`config.mk`:
```
export PLATFORM = sky130hd
export DESIGN_NAME = tpu_dma_mc_reader
export DESIGN_NICKNAME = d
export VERILOG_FILES = /design/src/rtl/tpu_dma_mc_reader.sv
export SDC_FILE = /design/constraint.sdc
export NUM_CORES = 1
export LEC_CHECK = 0
export ABC_AREA = 1
export BUFFER_PORTS_ARGS = -buffer_cell sky130_fd_sc_hd__clkbuf_2
export CAP_MARGIN = 20
export CORE_ASPECT_RATIO = 1.1
export CORE_MARGIN = 10
export CORE_UTILIZATION = 50
export CTS_CLUSTER_SIZE = 16
export DETAILED_ROUTE_END_ITERATION = 6
export GPL_ROUTABILITY_DRIVEN = 0
export PLACE_DENSITY = 0.74
export SYNTH_ARGS = -nofsm -noshare
export SYNTH_HDL_FRONTEND = slang
export SYNTH_SLANG_ARGS = --single-unit
```
`constraint.sdc`:
```
create_clock -name clk -period 19.7 [get_ports clk]
set_clock_uncertainty 0.15 [all_clocks]
set_input_delay 0.985 -clock clk [delete_from_list [all_inputs] [get_ports clk]]
set_output_delay 0.985 -clock clk [all_outputs]
set_load 0.02 [all_outputs]
```
`src/rtl/tpu_dma_mc_reader.sv`:
```
`default_nettype none
// +----------------------------------------------------------------------+
// | Module   : tpu_dma_mc_reader                                         |
// | Brief    : Multi-channel AXI4 read DMA that fills a word-addressed   |
// |            buffer. One burst is in flight at a time and channels     |
// |            are arbitrated round-robin per burst.                     |
// | Options  : define TPU_DMA_4K_SPLIT_EN to keep every burst inside a   |
// |            4096-byte address window.                                 |
// | Revision : 1.0 - initial release                                     |
// +----------------------------------------------------------------------+
module tpu_dma_mc_reader #(
   parameter int ADDR_WIDTH    = 32,
   parameter int DATA_WIDTH    = 32,
   parameter int NUM_CH        = 2,
   parameter int MAX_BURST_LEN = 16,
   parameter int LEN_WIDTH     = 16,
   parameter int BUF_AW        = 16
) (
   input  logic                                      clk,
   input  logic                                      rst,
   input  logic [NUM_CH-1:0]                         ch_start,
   input  logic [NUM_CH*ADDR_WIDTH-1:0]              ch_src_addr,
   input  logic [NUM_CH*BUF_AW-1:0]                  ch_dst_addr,
   input  logic [NUM_CH*LEN_WIDTH-1:0]               ch_len,
   output logic [NUM_CH-1:0]                         ch_busy,
   output logic [NUM_CH-1:0]                         ch_done,
   output logic [NUM_CH-1:0]                         ch_error,
   output logic                                      m_axi_arvalid,
   input  logic                                      m_axi_arready,
   output logic [ADDR_WIDTH-1:0]                     m_axi_araddr,
   output logic [7:0]                                m_axi_arlen,
   output logic [2:0]                                m_axi_arsize,
   output logic [1:0]                                m_axi_arburst,
   input  logic                                      m_axi_rvalid,
   output logic                                      m_axi_rready,
   input  logic [DATA_WIDTH-1:0]                     m_axi_rdata,
   input  logic [1:0]                                m_axi_rresp,
   input  logic                                      m_axi_rlast,
   output logic                                      buf_wr_en,
   output logic [(NUM_CH > 1 ? $clog2(NUM_CH) : 1)-1:0] buf_wr_ch,
   output logic [BUF_AW-1:0]                         buf_wr_addr,
   output logic [DATA_WIDTH-1:0]                     buf_wr_data
);

   localparam int CHW        = (NUM_CH > 1) ? $clog2(NUM_CH) : 1;
   localparam int WORD_BYTES = DATA_WIDTH / 8;
   localparam int SIZE_LOG   = $clog2(WORD_BYTES);

   localparam logic [1:0] S_IDLE = 2'd0;
   localparam logic [1:0] S_ARB  = 2'd1;
   localparam logic [1:0] S_ADDR = 2'd2;
   localparam logic [1:0] S_DATA = 2'd3;

   logic [1:0]            state_q, state_d;
   logic [CHW-1:0]        cur_q, cur_d;
   logic [CHW-1:0]        ptr_q, ptr_d;
   logic [ADDR_WIDTH-1:0] araddr_q, araddr_d;
   logic [7:0]            arlen_q, arlen_d;
   logic                  arvalid_q, arvalid_d;
   logic                  abort_q, abort_d;
   logic [NUM_CH-1:0]     busy_q, busy_d, done_q, done_d, err_q, err_d;
   logic [ADDR_WIDTH-1:0] src_q [NUM_CH];
   logic [ADDR_WIDTH-1:0] src_d [NUM_CH];
   logic [BUF_AW-1:0]     dst_q [NUM_CH];
   logic [BUF_AW-1:0]     dst_d [NUM_CH];
   logic [LEN_WIDTH-1:0]  rem_q [NUM_CH];   // words not yet requested
   logic [LEN_WIDTH-1:0]  rem_d [NUM_CH];
   logic                  wr_en_q, wr_en_d;
   logic [CHW-1:0]        wr_ch_q, wr_ch_d;
   logic [BUF_AW-1:0]     wr_addr_q, wr_addr_d;
   logic [DATA_WIDTH-1:0] wr_data_q, wr_data_d;
   logic                  fin_q, fin_d;     // completion lands one cycle after the last write
   logic [CHW-1:0]        fin_ch_q, fin_ch_d;

   logic [NUM_CH-1:0]     elig;
   logic                  grant_vld;
   logic [CHW-1:0]        grant;
   logic [31:0]           beats;

   // A channel competes for the bus only while it still has words to request
   generate
      for (genvar g = 0; g < NUM_CH; g++) begin : g_elig
         assign elig[g] = busy_q[g] && (rem_q[g] != '0);
      end
   endgenerate

   // Round-robin pick starting at the channel after the last one served
   always_comb begin
      int idx;
      idx       = 0;
      grant_vld = 1'b0;
      grant     = '0;
      for (int k = 0; k < NUM_CH; k++) begin
         idx = int'(ptr_q) + k;
         if (idx >= NUM_CH) idx = idx - NUM_CH;
         if (!grant_vld && elig[idx]) begin
            grant_vld = 1'b1;
            grant     = CHW'(idx);
         end
      end
   end

`ifdef TPU_DMA_4K_SPLIT_EN
   logic [31:0] to4k;
`endif

   // Beat count for the burst the granted channel would issue now
   always_comb begin
      beats = 32'(rem_q[grant]);
      if (beats > 32'(MAX_BURST_LEN)) beats = 32'(MAX_BURST_LEN);
`ifdef TPU_DMA_4K_SPLIT_EN
      to4k = (32'd4096 - {20'd0, src_q[grant][11:0]}) >> SIZE_LOG;
      if (to4k == 32'd0) to4k = 32'd1;
      if (beats > to4k) beats = to4k;
`endif
   end

   // Channel bookkeeping, burst sequencing and buffer-write staging
   always_comb begin
      logic [LEN_WIDTH-1:0] len_i;
      len_i     = '0;
      state_d   = state_q;
      cur_d     = cur_q;
      ptr_d     = ptr_q;
      araddr_d  = araddr_q;
      arlen_d   = arlen_q;
      arvalid_d = arvalid_q;
      abort_d   = abort_q;
      busy_d    = busy_q;
      done_d    = '0;
      err_d     = err_q;
      src_d     = src_q;
      dst_d     = dst_q;
      rem_d     = rem_q;
      wr_en_d   = 1'b0;
      wr_ch_d   = wr_ch_q;
      wr_addr_d = wr_addr_q;
      wr_data_d = wr_data_q;
      fin_d     = 1'b0;
      fin_ch_d  = fin_ch_q;

      if (fin_q) begin
         busy_d[fin_ch_q] = 1'b0;
         done_d[fin_ch_q] = 1'b1;
      end

      // Idle channels accept a start; malformed lengths finish immediately with error
      for (int i = 0; i < NUM_CH; i++) begin
         len_i = ch_len[i*LEN_WIDTH +: LEN_WIDTH];
         if (ch_start[i] && !busy_q[i]) begin
            if ((len_i == '0) || (len_i[SIZE_LOG-1:0] != '0)) begin
               err_d[i]  = 1'b1;
               done_d[i] = 1'b1;
            end else begin
               busy_d[i] = 1'b1;
               err_d[i]  = 1'b0;
               src_d[i]  = ch_src_addr[i*ADDR_WIDTH +: ADDR_WIDTH];
               dst_d[i]  = ch_dst_addr[i*BUF_AW +: BUF_AW];
               rem_d[i]  = len_i >> SIZE_LOG;
            end
         end
      end

      case (state_q)
         S_IDLE: begin
            if (|elig) state_d = S_ARB;
         end
         S_ARB: begin
            if (grant_vld) begin
               cur_d        = grant;
               ptr_d        = (grant == CHW'(NUM_CH - 1)) ? '0 : grant + CHW'(1);
               araddr_d     = src_q[grant];
               arlen_d      = 8'(beats - 32'd1);
               arvalid_d    = 1'b1;
               abort_d      = 1'b0;
               src_d[grant] = src_q[grant] + ADDR_WIDTH'(beats * 32'(WORD_BYTES));
               rem_d[grant] = rem_q[grant] - LEN_WIDTH'(beats);
               state_d      = S_ADDR;
            end else begin
               state_d = S_IDLE;
            end
         end
         S_ADDR: begin
            if (m_axi_arready) begin
               arvalid_d = 1'b0;
               state_d   = S_DATA;
            end
         end
         default: begin
            if (m_axi_rvalid) begin
               if (m_axi_rresp == 2'b00) begin
                  wr_en_d      = 1'b1;
                  wr_ch_d      = cur_q;
                  wr_addr_d    = dst_q[cur_q];
                  wr_data_d    = m_axi_rdata;
                  dst_d[cur_q] = dst_q[cur_q] + BUF_AW'(1);
               end else begin
                  abort_d      = 1'b1;
                  err_d[cur_q] = 1'b1;
               end
               if (m_axi_rlast) begin
                  if ((rem_q[cur_q] == '0) || abort_q || (m_axi_rresp != 2'b00)) begin
                     fin_d        = 1'b1;
                     fin_ch_d     = cur_q;
                     rem_d[cur_q] = '0;
                  end
                  state_d = (|busy_d) ? S_ARB : S_IDLE;
               end
            end
         end
      endcase
   end

   // State registers; reset abandons any burst in flight
   always_ff @(posedge clk or posedge rst) begin
      if (rst) begin
         state_q   <= S_IDLE;
         cur_q     <= '0;
         ptr_q     <= '0;
         araddr_q  <= '0;
         arlen_q   <= '0;
         arvalid_q <= 1'b0;
         abort_q   <= 1'b0;
         busy_q    <= '0;
         done_q    <= '0;
         err_q     <= '0;
         for (int i = 0; i < NUM_CH; i++) begin
            src_q[i] <= '0;
            dst_q[i] <= '0;
            rem_q[i] <= '0;
         end
         wr_en_q   <= 1'b0;
         wr_ch_q   <= '0;
         wr_addr_q <= '0;
         wr_data_q <= '0;
         fin_q     <= 1'b0;
         fin_ch_q  <= '0;
      end else begin
         state_q   <= state_d;
         cur_q     <= cur_d;
         ptr_q     <= ptr_d;
         araddr_q  <= araddr_d;
         arlen_q   <= arlen_d;
         arvalid_q <= arvalid_d;
         abort_q   <= abort_d;
         busy_q    <= busy_d;
         done_q    <= done_d;
         err_q     <= err_d;
         src_q     <= src_d;
         dst_q     <= dst_d;
         rem_q     <= rem_d;
         wr_en_q   <= wr_en_d;
         wr_ch_q   <= wr_ch_d;
         wr_addr_q <= wr_addr_d;
         wr_data_q <= wr_data_d;
         fin_q     <= fin_d;
         fin_ch_q  <= fin_ch_d;
      end
   end

   assign ch_busy       = busy_q;
   assign ch_done       = done_q;
   assign ch_error      = err_q;
   assign m_axi_arvalid = arvalid_q;
   assign m_axi_araddr  = araddr_q;
   assign m_axi_arlen   = arlen_q;
   assign m_axi_arsize  = 3'(SIZE_LOG);
   assign m_axi_arburst = 2'b01;
   assign m_axi_rready  = (state_q == S_DATA);
   assign buf_wr_en     = wr_en_q;
   assign buf_wr_ch     = wr_ch_q;
   assign buf_wr_addr   = wr_addr_q;
   assign buf_wr_data   = wr_data_q;

endmodule
`default_nettype wire

```
# Word level (Yosys, flattened, before mapping)
# Index checks and enable logic that the tools add are counted.
# totals
regBits	232
output_inout_bits	103
elab_cells	198
# op_classes
addsub	8
n_lt_le_gt_ge	13
eq_ne	7
mux	99
bitwise	9
reduce_logical	40
# op_table
operator	n
$mux W32	17
$mux W16	20
$mux W64	2
$bwmux W32	2
$bwmux W64	1
$lt A32 B3 Y1 const B	2
$pmux W32 S2	1
$logic_not A16 Y1	3
$mux W1	38
$add A32 B18 Y32	1
$and A32 B32 Y32	1
$demux W16 S1	2
$demux W32 S1	1
$not A32 Y32	1
$reduce_bool A16 Y1	2
$mux W2	10
$add A16 B1 Y16 const B	1
$gt A16 B5 Y1 const B	1
$sub A16 B16 Y16	1
$reduce_and A4 Y1	3
$reduce_bool A2 Y1	5
$logic_and A1 B1 Y1	9
$reduce_bool A4 Y1	2
$sub A8 B1 Y8 const B	1
other kinds (28)	49

# Logic depth before layout (Yosys ltp)
# logic_depth
depth_word	19
mapped_depth	33
ltp_nobuf	31

# Worst setup path before layout
# No wires, ideal clock.
# synth_path
path_type	reg2reg
start	register busy_q[1] (netlist: ch_busy[1])
end	register src_q[56] (netlist name)
setup_time_ns	0.121
arrival_ns	3.748
setup_slack_ns	15.680
stages_incl_launch_ff	26
path_buffers	2
synth_period_minus_slack_ns	4.020
cell_sequence	dfrtp_1 -> inv_1 -> a21oi_4 -> nand2_4 -> buf_6 -> o21ai_2 -> nand2_1 -> nand3_2 -> buf_6 -> nor2_1 -> ha_1 -> fa_1 -> nand2_1 -> nand2_1 -> a21oi_1 -> nor2_1 -> o21ai_0 -> nand2_1 -> a21oi_2 -> o21ai_1 -> nand2_1 -> nand2_1 -> a21oi_1 -> o21ai_0 -> nand3_1 -> nand2_1
# synth_rtl
element	line	rtl
start, declared	61	logic [NUM_CH-1:0] busy_q, busy_d, done_q, done_d, err_q, err_d;
start signal, assigned	246	busy_q <= busy_d;
end signal, assigned	249	src_q <= src_d;
end, declared	62	logic [ADDR_WIDTH-1:0] src_q [NUM_CH];

==> metrics.md <==
| Metric | Value |
|---|---|
| Clock-pin transition on the worst setup and hold timing paths | 0.06 ns |
| Synth warn | 0 |
| Die ar. | 32900 um2 |
| Static leakage | 7.98 nW |
| CP Data Arrival Time | 5.86 ns |
| Worst-path maximum fanout | 70 |
| Initial Utilization | 0.511 |
| Largest cells by area after synthesis | dfrtp_1 (45%), nand2_1 (16%), o21ai_0 (6.0%) |
| CTS sink cnt | 232 |
| Remaining Overflow, GRT | 0 |
| WHS | 0.328 ns |
| Core box area | 25500 um2 |
| Endpoints failing setup | 0 |
| Ys flop type | dfrtp_1 |
| Sequential cell area | 5810 um2 |
| Seq/Total Area, Yosys | 0.446 |
| FF+latch count, synth | 232 |
| Proportion of layout cells with a drive suffix above 1 | 0.214 |
| TritonRoute pass-1 iters | 5 |
| Die height | 189 um |
| Synthesized cell area | 13000 um2 |
| DRT iter0 DRCs | 975 |
| Yosys cell types | 55 |
| Status | completed |
| Largest net degree at the start of global routing | 116 |
| Layout area overhead | 18.5% |
| CTS tree | built |
| Worst setup path startpoint | rem_q[7] |
| Crit-path slowest cell | nand2_4 |
| F_max | 178 MHz |
| Hold crit path type | register to register |
| Synth async-reset ratio | 1.00 |
| I/O pin count | 272 |
| Vias in the first global route | 12600 |
| Row cnt | 61 |
| Routed WL | 40600 um |
| Post-Place Worst Slack | 14.28 ns |
| Synth Area per Inst | 7.67 um2 |
| Post-synth top area cell | dfrtp_1 |
| Leading cell type by number of instances after synthesis | nand2_1 |
| Synth cell count leaders | nand2_1 (562), dfrtp_1 (232), o21ai_0 (157), inv_1 (126), nor2_1 (109) |
| Global-route wire length before repair | 64900 um |
| CTS Hold Buffers Added | 0 |
| Die X | 174 um |
| Number of max-cap violations | 0 |
| H-Tree Depth | 1 |
| Dpl hpwl | 29000 um |
| Crit-path max cell delay | 0.69 ns |
| CTS Root Cell | clkbuf_16 |
| Tmin final | 5.62 ns |
| Vias per cell | 5.35 |
| CTS max path bufs | 3 |
| DR WL/cell | 17.7 um |
| Placed Cells | 2251 |
| Hold_sp | buf_wr_data[29] |
| Share of the synthesized area in the top cell type | 0.446 |
| # nets final | 2122 |
| Worst slew margin | 0.295 |
| CP Launch Type | register |
| Post-route setup slack | 14.08 ns |
| Req. time, crit path | 19.94 ns |
| CP endpoint kind | register |
| Global Route Usage Sum | 0.239 |
| DR DRC count | 0 |
| IO buf count | 266 |
| Fin crit share | 0.285 |
| Synthesized netlist cell count | 1697 |
| Pwr Total | 0.00293 W |
| CTS resizes | 0 |
| Slew @ Worst Pin | 1.05 ns |
| Final Hold Fails | 0 |
| Fill count | 2403 |
| Cell Pwr Density | 190 nW/um2 |
| Most frequent CP cell | nand2_1 |
| WS Path Type | register to register |
| Final std cells w/o fill | 2298 |
| Antenna viol nets, final | 0 |
| Total CTS buffers | 26 |
| Final Max Tran Viols | 0 |
| Setup TNS | 0 ns |
| Worst r2r src | rem_q[7] |
| Multi-input combinational cell area | 6390 um2 |
| Post-CTS setup buffers | 0 |
| Skew-Pair Late Insertion Delay | 0.54 ns |
| Initial antenna violation count | 2 |
| Max IR drop VDD | 106 uV |
| RSZ-0062 raised after global routing | no |
| Vias after detailed routing | 12300 |
| Number of flops mapped to enable cells by yosys | 0 |
## cell type report
| cell class | count | share of cell area |
|---|---|---|
| flip-flops and latches | 232 | 0.376 |
| clock buffers | 39 | 0.0519 |
| clock inverters | 7 | 0.00405 |
| repair buffers | 278 | 0.0921 |
| well taps | 346 | 0.0281 |
| multi-input cells | 1260 | 0.414 |
| diodes | 1 | 0.000162 |
| inverters | 135 | 0.0333 |
## per-stage QoR
stage | util | area, um2
floorplan | - | 13100
global placement | 0.571 | 14600
detailed placement | 0.571 | 14600
CTS | 0.605 | 15400
global route | 0.605 | 15400
finish | 0.605 | 15400
## layout by cell type (no fill, tap or decap), types with 8 or more instances in the layout
cell type / instances
nand2_2: 12
buf_4: 12
clkbuf_2: 266
o21ai_2: 11
or2_2: 25
a31oi_1: 31
xor2_1: 28
a21oi_1: 30
inv_2: 9
o21ai_1: 30
a22oi_1: 12
o22ai_1: 11
inv_1: 123
xnor2_1: 11
clkbuf_8: 8
ha_1: 19
nor2_1: 106
dfrtp_1: 232
mux2i_1: 11
nor2_2: 11
nand3_1: 62
conb_1: 17
nand2_1: 561
clkbuf_16: 27
o21ai_0: 157
nand4_1: 9
o211ai_1: 44
## registers in the layout, indices dropped and copies added (netlist names)
signal         flops
buf_wr_addr       16
ch_done            2
m_axi_arlen        8
ch_busy            2
m_axi_araddr      32
buf_wr_data       32
buf_wr_ch          1
dst_q             32
rem_q             32
buf_wr_en          1
src_q             64
state_q            2
m_axi_arvalid      1
fin_q              1
ptr_q              1
cur_q              1
ch_error           2
abort_q            1
fin_ch_q           1
## final timing paths
check | end | slack, ns | cells after the start
min in group asynchronous | buf_wr_data[5] | 0.42 | 2
worst max-delay path | src_q[20] | 14.08 | 28
worst max register to register | src_q[20] | 14.08 | 28
max in group asynchronous | cur_q | 17.54 | 3
worst min register to register | buf_wr_data[29] | 0.33 | 2
worst min-delay path | buf_wr_data[29] | 0.33 | 2
## report_power, final
part | internal [W] | total, W | switching [W]
registers | 0.000706 | 0.000826 | 0.000120
logic | 0.000519 | 0.00161 | 0.00110
clock network | 0.000291 | 0.000490 | 0.000198
total | 0.00152 | 0.00293 | 0.00141
## worst max-delay path, delay by kind of cell, from the launching register on
family	cells	cell delay, ns
compound gates	7	1.30
simple gates	19	2.93
fa+ha+maj	2	0.65
flops	1	0.42
## layer usage
metal	GRT usage	share of wire	vias up
met3	0.0689	0.087	63
li1	-	-	5993
met5	0	0	-
met2	0.403	0.48	454
met4	0.0707	0.024	0
met1	0.291	0.41	5775
## logic make-up after synthesis
logic type      after synthesis  share of synthesized area
xor+xnor                     40                     0.0275
buf+inv                     220                     0.0695
fa+ha+maj                    20                     0.0198
simple gates                825                      0.270
other cells                   2                   0.000577
compound gates              347                      0.158
flops                       232                      0.446
mux                          11                    0.00846
No activity file was read; power rests on OpenSTA's default activity.
